==> config.mk <==
export PLATFORM = sky130hd
export DESIGN_NAME = alu_job_master
export DESIGN_NICKNAME = d
export VERILOG_FILES = /design/src/rtl/alu_job_pkg.sv /design/src/rtl/alu_job_master_bus_master_port.sv /design/src/rtl/alu_job_master.sv
export SDC_FILE = /design/constraint.sdc
export NUM_CORES = 1
export LEC_CHECK = 0
export CAP_MARGIN = 20
export CORE_ASPECT_RATIO = 0.6
export CORE_MARGIN = 10
export CORE_UTILIZATION = 35
export CTS_CLUSTER_DIAMETER = 100
export DETAILED_ROUTE_END_ITERATION = 16
export DONT_BUFFER_PORTS = 1
export PLACE_DENSITY = 0.53
export SLEW_MARGIN = 20
export SYNTH_ARGS = -nofsm -noshare
export SYNTH_HDL_FRONTEND = slang
export SYNTH_HIERARCHICAL = 1
export SYNTH_SLANG_ARGS = --single-unit
==> constraint.sdc <==
create_clock -name clk -period 3 [get_ports clk]
set_input_delay 0.6 -clock clk [delete_from_list [all_inputs] [get_ports clk]]
set_output_delay 0.6 -clock clk [all_outputs]
set_load 0.005 [all_outputs]
==> src/rtl/alu_job_pkg.sv <==
// Shared types and constants for the ALU job bus initiator.
package alu_job_pkg;

  typedef enum logic [3:0] {
    S_IDLE,
    S_REQ,
    S_WR_A,
    S_WR_B,
    S_WR_OP,
    S_WR_GO,
    S_POLL_A,
    S_POLL_D,
    S_RD_LO,
    S_RD_HI,
    S_RD_END,
    S_WR_CLR,
    S_WR_R0,
    S_WR_R1,
    S_DONE
  } state_t;

  localparam logic [7:0] OFS_OPA  = 8'd0;
  localparam logic [7:0] OFS_OPB  = 8'd1;
  localparam logic [7:0] OFS_OPC  = 8'd2;
  localparam logic [7:0] OFS_CTRL = 8'd3;
  localparam logic [7:0] OFS_LO   = 8'd4;
  localparam logic [7:0] OFS_HI   = 8'd5;
  localparam logic [7:0] OFS_STAT = 8'd6;

  localparam logic [31:0] CTRL_GO  = 32'd1;
  localparam logic [31:0] CTRL_CLR = 32'd0;

endpackage

==> src/rtl/alu_job_master_bus_master_port.sv <==
// Registered bus master drive; a command takes effect on the bus one edge
// after it is issued, and `accepted` flags the grant-qualified transfer.
module bus_master_port #(
  parameter int DATA_W = 32,
  parameter int ADDR_W = 8
) (
  input  logic              clk,
  input  logic              reset_n,
  input  logic              cmd_req,
  input  logic              cmd_wr,
  input  logic [ADDR_W-1:0] cmd_addr,
  input  logic [DATA_W-1:0] cmd_data,
  input  logic              M_grant,
  output logic              M_req,
  output logic              M_wr,
  output logic [ADDR_W-1:0] M_addr,
  output logic [DATA_W-1:0] M_dout,
  output logic              accepted
);

  always_ff @(posedge clk or negedge reset_n) begin
    if (!reset_n) begin
      M_req  <= 1'b0;
      M_wr   <= 1'b0;
      M_addr <= '0;
      M_dout <= '0;
    end else begin
      M_req  <= cmd_req;
      M_wr   <= cmd_wr;
      M_addr <= cmd_addr;
      M_dout <= cmd_data;
    end
  end

  assign accepted = M_req & M_grant;

endmodule

==> src/rtl/alu_job_master.sv <==
// Runs one ALU job over the system bus: load operands, poll status, fetch the
// 64-bit result, store it to RAM and report it.
module alu_job_master
  import alu_job_pkg::*;
#(
  parameter logic [7:0]  ALU_BASE   = 8'h00,
  parameter logic [7:0]  RAM_BASE   = 8'h20,
  parameter logic [15:0] POLL_LIMIT = 16'd1023
) (
  input  logic        clk,
  input  logic        reset_n,
  input  logic        start,
  input  logic [31:0] op_a,
  input  logic [31:0] op_b,
  input  logic [3:0]  opcode,
  input  logic [4:0]  dst_idx,
  output logic        busy,
  output logic        done,
  output logic        error,
  output logic [63:0] result,
  output logic        M_req,
  output logic        M_wr,
  output logic [7:0]  M_addr,
  output logic [31:0] M_dout,
  input  logic        M_grant,
  input  logic [31:0] M_din
);

  localparam int DATA_W = 32;

  state_t            state, state_nx;
  logic              cmd_req, cmd_wr, accepted;
  logic [7:0]        cmd_addr;
  logic [DATA_W-1:0] cmd_data;
  logic [DATA_W-1:0] a_q, b_q, lo_q, hi_q;
  logic [3:0]        opc_q;
  logic [4:0]        idx_q;
  logic [15:0]       poll_cnt;
  logic              timeout, cap_lo, poll_expired;

  assign poll_expired = (state == S_POLL_D) && !M_din[0] && (poll_cnt == POLL_LIMIT);

  always_comb begin
    state_nx = state;
    case (state)
      S_IDLE:   if (start)    state_nx = S_REQ;
      S_REQ:    if (accepted) state_nx = S_WR_A;
      S_WR_A:   if (accepted) state_nx = S_WR_B;
      S_WR_B:   if (accepted) state_nx = S_WR_OP;
      S_WR_OP:  if (accepted) state_nx = S_WR_GO;
      S_WR_GO:  if (accepted) state_nx = S_POLL_A;
      S_POLL_A: if (accepted) state_nx = S_POLL_D;
      S_POLL_D: begin
        if (M_din[0])          state_nx = S_RD_LO;
        else if (poll_expired) state_nx = S_WR_CLR;
        else                   state_nx = S_POLL_A;
      end
      S_RD_LO:  if (accepted) state_nx = S_RD_HI;
      S_RD_HI:  if (accepted) state_nx = S_RD_END;
      S_RD_END: state_nx = S_WR_CLR;
      S_WR_CLR: if (accepted) state_nx = timeout ? S_DONE : S_WR_R0;
      S_WR_R0:  if (accepted) state_nx = S_WR_R1;
      S_WR_R1:  if (accepted) state_nx = S_DONE;
      S_DONE:   state_nx = S_IDLE;
      default:  state_nx = S_IDLE;
    endcase
  end

  // Command for the state being entered; capture-only states keep the bus
  // owned with a side-effect-free read of the opA register.
  always_comb begin
    cmd_req  = 1'b0;
    cmd_wr   = 1'b0;
    cmd_addr = ALU_BASE + OFS_OPA;
    cmd_data = '0;
    case (state_nx)
      S_REQ, S_POLL_D, S_RD_END: cmd_req = 1'b1;
      S_WR_A:   begin cmd_req = 1'b1; cmd_wr = 1'b1; cmd_data = a_q; end
      S_WR_B:   begin cmd_req = 1'b1; cmd_wr = 1'b1; cmd_addr = ALU_BASE + OFS_OPB; cmd_data = b_q; end
      S_WR_OP:  begin cmd_req = 1'b1; cmd_wr = 1'b1; cmd_addr = ALU_BASE + OFS_OPC; cmd_data = {28'b0, opc_q}; end
      S_WR_GO:  begin cmd_req = 1'b1; cmd_wr = 1'b1; cmd_addr = ALU_BASE + OFS_CTRL; cmd_data = CTRL_GO; end
      S_POLL_A: begin cmd_req = 1'b1; cmd_addr = ALU_BASE + OFS_STAT; end
      S_RD_LO:  begin cmd_req = 1'b1; cmd_addr = ALU_BASE + OFS_LO; end
      S_RD_HI:  begin cmd_req = 1'b1; cmd_addr = ALU_BASE + OFS_HI; end
      S_WR_CLR: begin cmd_req = 1'b1; cmd_wr = 1'b1; cmd_addr = ALU_BASE + OFS_CTRL; cmd_data = CTRL_CLR; end
      S_WR_R0:  begin cmd_req = 1'b1; cmd_wr = 1'b1; cmd_addr = RAM_BASE + {3'b000, idx_q}; cmd_data = lo_q; end
      S_WR_R1:  begin cmd_req = 1'b1; cmd_wr = 1'b1; cmd_addr = RAM_BASE + {3'b000, idx_q + 5'd1}; cmd_data = hi_q; end
      default:  ;
    endcase
  end

  always_ff @(posedge clk or negedge reset_n) begin
    if (!reset_n) begin
      state    <= S_IDLE;
      poll_cnt <= '0;
      timeout  <= 1'b0;
      cap_lo   <= 1'b0;
      busy     <= 1'b0;
      done     <= 1'b0;
      error    <= 1'b0;
      result   <= '0;
    end else begin
      state  <= state_nx;
      busy   <= (state_nx != S_IDLE);
      done   <= (state_nx == S_DONE);
      cap_lo <= (state == S_RD_LO) && accepted;
      if (state == S_IDLE && start) begin
        poll_cnt <= '0;
        timeout  <= 1'b0;
      end
      if (state == S_POLL_A && accepted) poll_cnt <= poll_cnt + 16'd1;
      if (poll_expired) timeout <= 1'b1;
      if (state_nx == S_DONE) begin
        error <= timeout;
        if (!timeout) result <= {hi_q, lo_q};
      end
    end
  end

  // Lo data only follows an accepted lo read; a stalled RD_HI must not
  // recapture whatever M_din carries later.
  always_ff @(posedge clk) begin
    if (state == S_IDLE && start) begin
      a_q   <= op_a;
      b_q   <= op_b;
      opc_q <= opcode;
      idx_q <= dst_idx;
    end
    if (state == S_RD_HI && cap_lo) lo_q <= M_din;
    if (state == S_RD_END) hi_q <= M_din;
  end

  bus_master_port #(.DATA_W(DATA_W), .ADDR_W(8)) u_port (
    .clk      (clk),
    .reset_n  (reset_n),
    .cmd_req  (cmd_req),
    .cmd_wr   (cmd_wr),
    .cmd_addr (cmd_addr),
    .cmd_data (cmd_data),
    .M_grant  (M_grant),
    .M_req    (M_req),
    .M_wr     (M_wr),
    .M_addr   (M_addr),
    .M_dout   (M_dout),
    .accepted (accepted)
  );

endmodule
==> results by stage <==
Outcome:
- The run finished, with violations left.
- The final reports fail on hold timing.

Setup path:
- The internal reg-to-reg setup slack is 0.28 ns.
- Broken down by cell family, the worst path's largest delay share belongs to simple AND/OR/NAND/NOR gates.
- The largest single stage delay on the critical path is between 0.5 and 0.6 ns.
- The first element of the critical path is state[0].
- In this run the critical register-to-register path is captured at result[7].
- Along the worst path, the maximum fanout reaches 17.
- The element type at the critical path end is a flip-flop.
- The cell count of the worst reg-to-reg path is 7.
- The startpoint identified for the worst register-to-register timing path is state[0].
- The number of cells on the critical path is 7.
- The classification of the worst setup path is flip-flop to flip-flop.
- The required time of the critical path is 3.41 ns.
- The worst setup path is launched from a flip-flop.
- The number of buffers and inverters on the critical path is 1.
- STA puts the critical path data arrival time at 3.13 ns.
- The critical path ends at result[7].
- The signal on the critical path passes through nor3b_1 > a311oi_1 > o2111ai_2 > nor4_4 > and2b_4 > buf_4 > mux2_1.
- The slowest library cell on the worst path is dfrtp_1.

GRT:
- The pin count of the biggest net entering global routing is 132.
- The first global-routing pass estimated approximately 39 mm of wire.
- The global-route usage over all layers is between 10 and 15%.
- The total overflow reported by the global router is 0.
- The number of antenna violations at the first check in global routing is 4.
- The number of global-route vias before repair is between 5,000 and 6,000.

STA:
- Setup repair after global routing left no endpoint under its margin.
- The tightest hold path in the finished design has a slack of -0.231 ns.
- The slew of the pin with the lowest slew margin is about 0.70 ns.
- The final critical path time including I/O delays and setup is about 2.7 ns.
- The aggregate negative setup slack is 0 ns.
- The worst clock skew is 0.00934 ns.
- The count of pins over their slew limit is 0.
- Setup violations remaining at the end of the flow were counted as 0.
- The setup slack of the critical path after layout is 0.282 ns.
- In this run the tightest slew margin relative to its limit is a little over half.
- The final count of hold timing violations is 131.
- The highest clock frequency the design can meet is 368 MHz.
- In the finished design, the share of the clock period the worst path needs comes to 90.6%.

Finish:
- For this run, the share of the core covered by cells in the final layout is 40.7%.
- The number of standard cells in the final layout excluding fillers is roughly 1,000.
- The final layout net count is 719.
- The share of final-layout standard cells stronger than drive strength 1 is around an eighth.
- The layout-stage area growth over the synthesis result is 13.9%.

Synthesis:
- Of the total synthesized cell area, the portion taken by AND, OR, NAND and NOR gates is 5.12%.
- The complex-gate fraction of the synthesized area is 9.79%.
- Dividing the synthesized area by the synthesized cell count gives roughly 17 um^2.
- The parity-gate share of the synthesized area counting xor and xnor cells is 0.353%.
- The largest total area in the synthesized netlist belongs to edfxtp_1.
- By area, the combinational part of the netlist is dominated by compound AO/OA/AOI/OAI gates.
- Synthesis handed over a netlist of between 500 and 600 instances.
- Counting flops and latches in the post-synthesis netlist gives roughly 270.
- After synthesis, the share of flip-flops with an asynchronous set or reset is 48.9%.
- By count the netlist is led by 137 x edfxtp_1, 131 x dfrtp_1, 64 x mux2_1.
- By area the synthesized netlist is led by edfxtp_1 41%, dfrtp_1 33%, mux2_1 7.3%.
- Of the post-synthesis cell area, the dominant cell type holds between 40% and 50%.
- Yosys printed 6 warnings.
- The most frequent cell after synthesis is edfxtp_1.
- The fraction of synthesized area in multiplexers is under 10%.
- The predominant post-synthesis flop cell is edfxtp_1.
- Counting flops with a built-in enable in the synthesized netlist gives roughly 140.
- The mapped netlist covers ~0.01 mm^2.
- The area share of fa/ha/maj cells after synthesis is less than 1%.
- Sequential elements use about three quarters of the synthesized area.
- Yosys mapped the design onto 58 distinct sky130hd cell types.

Power and ir drop:
- The total internal power is 0.00727 W.
- The standby leakage power is 4.58 nW.
- Summed over all nets, the switching power comes to 0.00296 W.
- Combinational cells account for 19.6% of the total power.
- Per report_power, the sequential group accounts for 49.4% of the total.
- The maximum ir drop on the vdd rail is 533 uV.
- The power share of the clock group is between 30% and 40%.
- For this design the ratio of total power to cell area is roughly 900 mW/mm^2.
- Net switching is 28.9% of the power.

Floorplanning:
- The die boundary height is 150 um.
- For this configuration, the core starts out at a cell density of a little over a third.
- In this run the standard cell core region covers roughly 0.028 mm^2.
- The die covers 0.0357 mm^2.
- In this run the core area contains 47 standard-cell rows.
- During I/O placement, the number of pins put on the boundary was ~220.
- The die is between 200 and 250 um wide.

Detailed routing:
- The number of optimization iterations in the first detailed-route pass is 5.
- The residual DRC count is 0.
- The detail-routed net length per standard cell is around 26 um.
- After detailed routing, the total wire length is roughly 26 mm.
- The total vias in the final route is 5,452.
- Using the TritonRoute via totals, the vias-per-cell ratio works out to roughly 5.5.
- The detail route stage leaves a number of antenna-violating nets equal to 0.
- The DRC marker count from the first detailed-route iteration is 445.

Job:
- Across the run, the number of max-cap violations was 0.

Clocking:
- The count of clock tree sinks is 268.
- CTS built an H-tree with a depth of 1.
- The maximum number of buffers from clock root to sink is 3.
- The root cell of the clock tree is clkbuf_16.
- The register clock-pin slew on the reported worst setup and hold paths is around 0.06 ns.
- The clock latency reported for the late side of the worst-skew pair is 0.54 ns.
- TritonCTS built the clock tree.
- Buffers inserted during clock tree synthesis total 26.
- The number of gates resized after CTS was 0.

Placement:
- Detailed placement finished with a half-perimeter wire length of between 15 and 20 mm.
- After detailed placement, the design holds a cell count of between 900 and 1,000.
- At the end of routability-driven placement, the weighted congestion stood at 0.812.
- Prior to clock tree synthesis, the placed netlist has a worst setup slack of ~0.084 ns.
- Port buffering added 0 buffers.

Hold path:
- The class of the most critical hold timing path is input port to async pin.
-- stage by stage --
stage          instance area (um^2)  total power (W)
2_1_floorplan                  9930          0.00625
3_3_place_gp                  10500          0.00713
3_5_place_dp                  10500          0.00717
4_1_cts                       11300           0.0104
5_1_grt                       11300           0.0107
6_report                      11300           0.0102
-- worst reg2reg max path: cells and delay by family, from the launching register on --
kind,cells,cell delay [ns]
mux,1,0.37
buf+inv,1,0.27
flops,1,0.56
compound gates,2,0.59
simple gates,3,0.81
-- power by group through the flow --
stage	logic, W	registers, W	clock network (W)
6_report	0.00200	0.00505	0.00317
5_1_grt	0.00218	0.00514	0.00341
4_1_cts	0.00203	0.00508	0.00327
3_5_place_dp	0.00202	0.00514	0
3_3_place_gp	0.00199	0.00514	0
2_1_floorplan	0.00138	0.00487	0
-- what timing repair did --
action                                 in CTS  in global routing
setup endpoints to repair                   0                  0
endpoints found under the hold margin     131                131
buffers inserted                            0                  0
-- worst min-delay path by stage --
stage                                    to  slack, ns  cells past startpoint
after floorplan                        busy       0.30                      0
after global placement           result[30]       0.31                      0
after detailed placement         result[30]       0.31                      0
after CTS                 u_port/M_dout[16]      -0.27                      0
after global routing             result[62]      -0.27                      0
final                            result[62]      -0.23                      0
-- state kept, by name (all words and copies together), names as in the netlist, 4 cells and up --
name,count
a_q,32
u_port/M_addr,8
u_port/M_dout,32
hi_q,32
state,4
result,64
lo_q,32
poll_cnt,16
idx_q,5
opc_q,4
b_q,32
-- cells by family after synthesis --
group,count (synthesis)
compound gates,115
xor+xnor,4
fa+ha+maj,2
buf+inv,38
flops,268
mux,68
other cells,1
simple gates,89
-- placed cells by master (no fill, tap or decap), types with 5 or more instances in the layout --
master / Yosys / layout
edfxtp_1: 137 / 137
dfrtp_1: 131 / 131
mux2_1: 64 / 64
a22o_1: 34 / 34
a221o_1: 33 / 33
clkbuf_16: 0 / 27
buf_4: 0 / 22
nand3_1: 19 / 19
nor2_1: 15 / 15
nand2_1: 15 / 15
o21ai_0: 12 / 12
clkbuf_1: 20 / 9
a21o_1: 6 / 6
o31ai_1: 6 / 6
clkbuf_8: 0 / 6
nand4_1: 5 / 5
buf_12: 0 / 5
-- metal layers --
metal / GRT usage, % / vias up / share of wire (%)
met5: 0 / - / 0.049
met4: 3.19 / 2 / 2.2
met3: 7.16 / 44 / 12
met2: 22.1 / 267 / 45
met1: 17.7 / 2805 / 41
li1: - / 2334 / -
-- final cells by class --
| type | instances | area [um^2] |
|---|---|---|
| Timing Repair Buffer | 27 | 265 |
| Antenna cell | 4 | 10.0 |
| Tap cell | 367 | 459 |
| Clock buffer | 42 | 792 |
| Clock inverter | 6 | 35.0 |
| Multi-Input combinational cell | 280 | 2330 |
| Fill cell | 2491 | 16500 |
| Inverter | 5 | 22.5 |
| Sequential cell | 268 | 7390 |
(Power assumes the default switching activity.)
